## config.mk

```make
export PLATFORM = sky130hd
export DESIGN_NAME = interfaz_rx
export DESIGN_NICKNAME = d
export VERILOG_FILES = /design/src/rtl/interfaz_rx.sv
export SDC_FILE = /design/constraint.sdc
export NUM_CORES = 1
export LEC_CHECK = 0
export ABC_AREA = 1
export CORE_MARGIN = 3
export CORE_UTILIZATION = 25
export DETAILED_ROUTE_END_ITERATION = 10
export REMOVE_ABC_BUFFERS = 1
export SLEW_MARGIN = 10
export SYNTH_ARGS = -nofsm -noshare
export SYNTH_HDL_FRONTEND = slang
export SYNTH_SLANG_ARGS = --single-unit
```

## constraint.sdc

```tcl
create_clock -name i_clk -period 1.7 [get_ports i_clk]
set_input_delay 0.425 -clock i_clk [delete_from_list [all_inputs] [get_ports i_clk]]
set_output_delay 0.425 -clock i_clk [all_outputs]
set_load 0.01 [all_outputs]
```

## src/rtl/interfaz_rx.sv

```systemverilog
// Frame assembler between the UART receiver and the ALU: collects operand A, operand B
// and operator bytes, then presents them together with a one-cycle o_alu_valid pulse.
module interfaz_rx #(
    parameter int NB_DBIT = 8,
    parameter int NB_OPER = 6,
    parameter int TIMEOUT = 1000
) (
    input  logic               i_clk,
    input  logic               i_rst,
    input  logic [NB_DBIT-1:0] i_data,
    input  logic               i_rx_done,
    output logic [NB_DBIT-1:0] o_dato_a,
    output logic [NB_DBIT-1:0] o_dato_b,
    output logic [NB_OPER-1:0] o_operador,
    output logic               o_alu_valid,
    output logic               o_timeout
);
    localparam int                NB_CNT   = $clog2(TIMEOUT);
    localparam logic [NB_CNT-1:0] CNT_LAST = NB_CNT'(TIMEOUT - 1);
    localparam logic [NB_CNT-1:0] CNT_ONE  = NB_CNT'(1);

    typedef enum logic [1:0] {WAIT_A, WAIT_B, WAIT_OP} state_t;

    state_t             state_q;
    logic               rx_done_q;
    logic [NB_DBIT-1:0] shadow_a_q;
    logic [NB_DBIT-1:0] shadow_b_q;
    logic [NB_CNT-1:0]  cnt_q;
    logic [NB_CNT-1:0]  cnt_d;
    logic               accept;
    logic               expire;

    // A strobe held high for several cycles is a single byte.
    assign accept = i_rx_done & ~rx_done_q;
    assign expire = (cnt_q == CNT_LAST);
    assign cnt_d  = cnt_q + CNT_ONE;

    always_ff @(posedge i_clk) begin
        if (!i_rst) begin
            state_q     <= WAIT_A;
            rx_done_q   <= 1'b0;
            shadow_a_q  <= '0;
            shadow_b_q  <= '0;
            cnt_q       <= '0;
            o_dato_a    <= '0;
            o_dato_b    <= '0;
            o_operador  <= '0;
            o_alu_valid <= 1'b0;
            o_timeout   <= 1'b0;
        end else begin
            rx_done_q   <= i_rx_done;
            o_alu_valid <= 1'b0;
            o_timeout   <= 1'b0;
            case (state_q)
                WAIT_A: begin
                    if (accept) begin
                        shadow_a_q <= i_data;
                        cnt_q      <= '0;
                        state_q    <= WAIT_B;
                    end
                end
                WAIT_B: begin
                    // An accept on the expiry cycle still counts.
                    if (accept) begin
                        shadow_b_q <= i_data;
                        cnt_q      <= '0;
                        state_q    <= WAIT_OP;
                    end else if (expire) begin
                        o_timeout <= 1'b1;
                        cnt_q     <= '0;
                        state_q   <= WAIT_A;
                    end else begin
                        cnt_q <= cnt_d;
                    end
                end
                WAIT_OP: begin
                    if (accept) begin
                        o_dato_a    <= shadow_a_q;
                        o_dato_b    <= shadow_b_q;
                        o_operador  <= i_data[NB_OPER-1:0];
                        o_alu_valid <= 1'b1;
                        cnt_q       <= '0;
                        state_q     <= WAIT_A;
                    end else if (expire) begin
                        o_timeout <= 1'b1;
                        cnt_q     <= '0;
                        state_q   <= WAIT_A;
                    end else begin
                        cnt_q <= cnt_d;
                    end
                end
                default: begin
                    cnt_q   <= '0;
                    state_q <= WAIT_A;
                end
            endcase
        end
    end
endmodule

```

==> results of run 1 <==
==> cell usage in the layout, fill, tap and decap left out <==
master,count
clkinv_1,1
clkinvlp_4,1
and2_1,1
dfxtp_1,53
inv_6,1
nor4_1,1
dlymetal6s2s_1,1
nand2_1,70
a211oi_1,1
xor2_1,1
o22ai_1,1
nor2_2,3
nor3_1,3
a31oi_1,1
clkinv_4,1
a21oi_1,44
nand3_1,47
nor2_8,1
ha_1,5
buf_4,12
clkdlybuf4s50_1,33
nand4_1,1
clkbuf_8,5
o21ai_1,1
inv_2,1
nor3_2,3
nor2_1,22
inv_1,17
nand2_2,2
buf_12,2
nor2_4,1
nand3b_1,1
o21ai_0,3
==> per-layer routing <==
layer | up-vias | routed length [um]
met2 | 50 | 2330
met3 | 9 | 302
met5 | - | 0
met1 | 953 | 2440
met4 | 0 | 116
li1 | 1064 | -
==> worst min-delay path: stages (launching register included) <==
cell	delay, ns
dfxtp_1	0.32
nand2_1	0.06
a21oi_1	0.05
==> cell type report <==
type,instances,area [sq um]
Clock buffer,5,68.8
Multi-Input combinational cell,213,1050
Sequential cell,53,1060
Fill cell,933,5880
Inverter,19,71.3
Tap cell,108,135
Timing Repair Buffer,48,473
Clock inverter,3,25.0
==> kinds of logic after synthesis <==
family | Yosys count
buffers and inverters | 34
AO/OA/AOI/OAI | 51
adder cells (fa/ha/maj) | 5
XOR/XNOR | 1
AND/OR/NAND/NOR | 156
flip-flops | 53
==> flip-flops by register name, summed over array words and instances, names as in the netlist <==
register     count
cnt_q           10
o_timeout        1
o_dato_a         8
o_dato_b         8
shadow_a_q       8
state_q          2
shadow_b_q       8
o_operador       6
rx_done_q        1
o_alu_valid      1
==> power by group through the flow <==
stage | combinational (uW) | sequential, uW | clock [uW]
after floorplan | 137 | 1310 | 0
after global placement | 247 | 1310 | 0
after detailed placement | 249 | 1310 | 0
after CTS | 250 | 1280 | 787
after global routing | 282 | 1280 | 838
final | 247 | 1280 | 750
==> per-stage QoR <==
stage / TNS, ns / util (%) / std cells / setup slack (ns) / cell area [sq um]
3_3_place_gp: -2.05 / 31.8 / 441 / -0.0898 / 2780
2_1_floorplan: -0.477 / - / 285 / -0.0217 / 2180
6_report: 0 / 32.9 / 449 / 0.0687 / 2880
5_1_grt: 0 / 32.9 / 449 / 0.00422 / 2880
3_5_place_dp: -3.33 / 31.8 / 441 / -0.125 / 2780
4_1_cts: 0 / 32.8 / 449 / 0.0360 / 2880
==> how the worst min path moves through the flow <==
stage	start	endpoint	slack, ns	cells after the start
after global routing	o_operador[0]	o_operador[0]	0.49	2
after global placement	o_operador[5]	o_operador[5]	0.45	2
after floorplan	shadow_a_q[0]	shadow_a_q[0]	0.44	2
after CTS	shadow_a_q[3]	shadow_a_q[3]	0.47	2
final	o_operador[0]	o_operador[0]	0.46	2
after detailed placement	shadow_a_q[3]	shadow_a_q[3]	0.45	2
==> impl_metrics.ini, run 1 <==
[worst_setup_path]
critPathSlowestCell = clkdlybuf4s50_1
critical_path_required_ns = 1.27
crit_family = buffers and inverters
startpoint = o_dato_a[5]
cp.arrival_ns = 1.21
rr_endpoint = cnt_q[7]
worst-path-stages = 1
crit_buf_inv = 1
start_kind = flop
critical_path.max_fanout = 2
criticalPathCategory = flop to output port
r2r-start = state_q[0]
rr_worst_depth = 7
slowest_delay_ns = 0.54
r2r_slack_ns = 0.20
worstSetupEndpoint = o_dato_a[5]
endpoint_kind = output port
crit_path_cell_trace = clkdlybuf4s50_1

[synth]
synthXorXnorAreaFrac_pct = 0.388
synthTopCellsByCount = nand2_1, dfxtp_1, nand3_1
synthMuxAreaShare_pct = 0
ys_ff_latch = 53
synthTopCellsByArea = dfxtp_1, nand2_1, nand3_1
ys_seq_area_share_pct = 47.0
syn_area_sq_um = 2260
synth_top_family_by_area = simple AND/OR/NAND/NOR gates
synth-simple-area-share_pct = 31.6
synth_top_area_share_pct = 47.0
synth.most_common_cell = nand2_1
async_reset_ff_share_pct = 0
synth_compound_area_share_pct = 11.5
synth_fa_ha_area_share_pct = 2.77
synth_top_area_cell = dfxtp_1
synth.distinct_cells = 30
synthCells = 300
synth_ff_type = dfxtp_1
synth_warnings = 0
synth-edff-count = 0
synth_area_per_cell_sq_um = 7.53

[detailed_routing]
vias_per_cell = 4.62
wire_per_inst_um = 11.6
wl_mm = 5.19
vias = 2076
drt_iter0_markers = 99
drc = 0
antenna_left = 0
drtPass1Iterations = 4

[timing]
hold_slack_ns = 0.463
setup_violations = 0
maxSlewHeadroom_pct = 75.4
hold_viol = 0
rsz0062_at_grt = false
worst_clock_skew_ns = 0.0104
layout_min_cycle_time_ns = 1.63
post-route-period-util_pct = 96.0
slew_viol_final = 0
fmax_mhz = 613
worst-slew-pin-transition_ns = 0.367

[global_route]
antenna_found_initial = 0
grt_first_pass_wirelength_mm = 8.92
grt_pass1_vias = 1933
grt.busiest_layer = met2
grt.met1_usage_pct = 14.7
gr-usage-met3_pct = 2.63
grt_max_degree = 25
grt_usage_pct = 10.7
overflow = 0
grt_use_met2_pct = 15.9

[clocking]
tritoncts = built
cts_made_buffers = 5
cts_hold_buffers = 0
cts_sinks = 53
clk_path_buf_depth = 2
cts_setup_buffers = 0
root_buffer = clkbuf_8
clk_pin_slew_worst_paths_ns = 0.11
clock_latency_ns = 0.32
cts-htree-levels = 2
ctsResizeCount = 0

[floorplan]
start_util_pct = 25.8
die_area_sq_um = 10200
design.core.area_sq_um = 8760
chipHeight_um = 101
die_w_um = 101
ios = 35
rows = 34

[place]
post-dp-hpwl_mm = 3.68
gp_congestion = 0.854
io_buffers = 34

[power_and_ir_drop]
power.density_nw_per_um2 = 791
p_sw_uw = 616
finalPower_uw = 2280
p_seq_share_pct = 56.2
internal_power_uw = 1660
p_leak_uw = 0.00100
pwr-share-comb_pct = 10.9
clkPwrFrac_pct = 32.9
sw_frac_of_total_pct = 27.1
vdd_drop_max_v = 0.000319

[layout]
syn_to_final_growth_pct = 27.5
drive_gt1_share_pct = 9.68
n_antenna_cell = 0
nets = 356

[run_status]
status = finished, final reports clean

[min_path]
hold_class = flop to flop

[flow_run]
drv_cap = 0
Power figures use the tool's default switching activity.
==> run 2, diff against run 1 <==
--- a/config.mk
+++ b/config.mk
@@ -6,7 +6,7 @@
 export NUM_CORES = 1
 export LEC_CHECK = 0
 export ABC_AREA = 1
-export CORE_MARGIN = 3
+export CORE_MARGIN = 2
 export CORE_UTILIZATION = 25
 export DETAILED_ROUTE_END_ITERATION = 10
 export REMOVE_ABC_BUFFERS = 1
==> run 2 against run 1 <==
  * Combinational power is 6% higher
  * Critical endpoint is now o_dato_a[2]
  * Critical path depth stayed put
  * Die area is 3.9% lower
  * Count of clock-buffer cells in the layout stayed put
  * Clock power is 18% higher
  * Sequential share of layout area is 0.27 points lower
  * Setup slack worse by 0.0035 ns
  * Sequential cell count stayed put
==> impl_metrics.ini, run 2 (synthesis gave the netlist of run 1 again) <==
[layout]
final_cell_mix = nand2_1, dfxtp_1, nand3_1, a21oi_1, clkdlybuf4s50_1
n_antenna_cell = 0
syn_to_final_growth_pct = 28.4
stdcell_area_sq_um = 2900
largest_reg_flops = 10
final_common_cell = nand2_1
n_fill_cell = 957
regMostFlops = cnt_q
drive_gt1_share_pct = 9.41
nets = 355

[worst_setup_path]
endpoint_kind = output port
criticalPathCategory = flop to output port
critPathSlowestCell = clkdlybuf4s50_1
crit_buf_inv = 1
start_kind = flop
critical_path.max_fanout = 2
crit_path_cell_trace = clkdlybuf4s50_1
slowest_delay_ns = 0.54
critical_path_required_ns = 1.27
cp.arrival_ns = 1.21
crit_family = buffers and inverters

[power_and_ir_drop]
sw_frac_of_total_pct = 25.2
p_seq_share_pct = 52.8
clkPwrFrac_pct = 36.4
p_sw_uw = 612
pwr-share-comb_pct = 10.8
p_leak_uw = 0.000994
vdd_drop_max_v = 0.000351
internal_power_uw = 1820
finalPower_uw = 2430
power.density_nw_per_um2 = 837

[clocking]
cts_setup_buffers = 0
cts_sinks = 53
clk_path_buf_depth = 2
clk_pin_slew_worst_paths_ns = 0.10
root_buffer = clkbuf_8
cts_made_buffers = 5
ctsResizeCount = 0
cts_hold_buffers = 0
tritoncts = built
cts-htree-levels = 2
clock_latency_ns = 0.31

[global_route]
overflow = 0
grt_max_degree = 41
grt_pass1_vias = 1963
antenna_found_initial = 0
grt_usage_pct = 11.2
grt_first_pass_wirelength_mm = 9.05

[timing]
maxSlewHeadroom_pct = 72.3
hold_viol = 0
fmax_mhz = 612
setup_violations = 0
post-route-period-util_pct = 96.2
worst_slack_ns = 0.0652
layout_min_cycle_time_ns = 1.63
worst_clock_skew_ns = 0.00935
worst-slew-pin-transition_ns = 0.416
rsz0062_at_grt = false
hold_slack_ns = 0.466
slew_viol_final = 0

[floorplan]
die_w_um = 99.1
rows = 34
die_area_sq_um = 9810
start_util_pct = 25.8
design.core.area_sq_um = 8760
chipHeight_um = 99.1
ios = 35

[place]
gp_congestion = 0.795
io_buffers = 34
post-dp-hpwl_mm = 3.61
dpl_cell_area_sq_um = 2790
place_worst_setup_slack_ns = -0.0807

[run_status]
status = finished, final reports clean

[detailed_routing]
wl_mm = 5.16
vias = 2054
drt_iter0_markers = 73
wire_per_inst_um = 11.5
drc = 0
vias_per_cell = 4.58
antenna_left = 0
drtPass1Iterations = 4

[min_path]
hold_class = flop to flop

[flow_run]
drv_cap = 0
-- run 2: cell count changes in the layout (fill, tap and decap cells not counted), sizes merged --
| cell | previous run | this run |
|---|---|---|
| buf | 14 | 13 |
| bufinv | 0 | 1 |
| clkdlybuf4s50 | 33 | 34 |
| clkinvlp | 1 | 0 |
| dlymetal6s2s | 1 | 0 |
-- run 2: worst paths after layout --
path                      start            end  slack, ns  cells past startpoint
setup / recovery    o_dato_a[2]    o_dato_a[2]       0.07                      1
hold / removal    shadow_a_q[6]  shadow_a_q[6]       0.47                      2
setup reg to reg     state_q[1]  shadow_b_q[7]       0.20                      5
hold reg to reg   shadow_a_q[6]  shadow_a_q[6]       0.47                      2
-- run 2: power groups by stage --
stage	Combinational [uW]	Clock, uW	Sequential, uW
floorplan	137	0	1310
global placement	262	0	1310
detailed placement	264	0	1310
CTS	265	912	1280
global route	293	961	1280
finish	263	884	1280
-- run 2: area by class of cell --
| type | count | area [sq um] | area share, % |
|---|---|---|---|
| repair buffers | 47 | 475 | 16.4 |
| clock buffers | 5 | 68.8 | 2.37 |
| inverters | 19 | 71.3 | 2.46 |
| flip-flops and latches | 53 | 1060 | 36.6 |
| clock inverters | 3 | 43.8 | 1.51 |
| well taps | 108 | 135 | 4.66 |
| multi-input cells | 213 | 1050 | 36.0 |
-- run 2: per-stage QoR --
step	TNS [ns]	std cells	utilization (%)
detailed placement	-2.49	440	31.8
finish	0	448	33.1
CTS	0	448	33.1
global route	0	448	33.1
global placement	-1.97	440	31.8
floorplan	-0.477	285	-
-- run 2: metal layers --
| layer | routed length [um] | global-route usage (%) | vias to the layer above |
|---|---|---|---|
| li1 | - | - | 1065 |
| met1 | 2500 | 14.8 | 932 |
| met2 | 2350 | 17.6 | 50 |
| met3 | 251 | 2.62 | 7 |
| met4 | 65 | 4.43 | 0 |
| met5 | 0 | 0 | - |
==> run 3, diff against run 2 <==
--- a/config.mk
+++ b/config.mk
@@ -6,10 +6,12 @@
 export NUM_CORES = 1
 export LEC_CHECK = 0
 export ABC_AREA = 1
+export ABC_CLOCK_PERIOD_IN_PS = 1700
 export CORE_MARGIN = 2
 export CORE_UTILIZATION = 25
 export DETAILED_ROUTE_END_ITERATION = 10
 export REMOVE_ABC_BUFFERS = 1
+export SKIP_LAST_GASP = 1
 export SLEW_MARGIN = 10
 export SYNTH_ARGS = -nofsm -noshare
 export SYNTH_HDL_FRONTEND = slang
==> results of run 3 <==
Same layout as run 2: the final DEF is identical, and so are final timing and power.
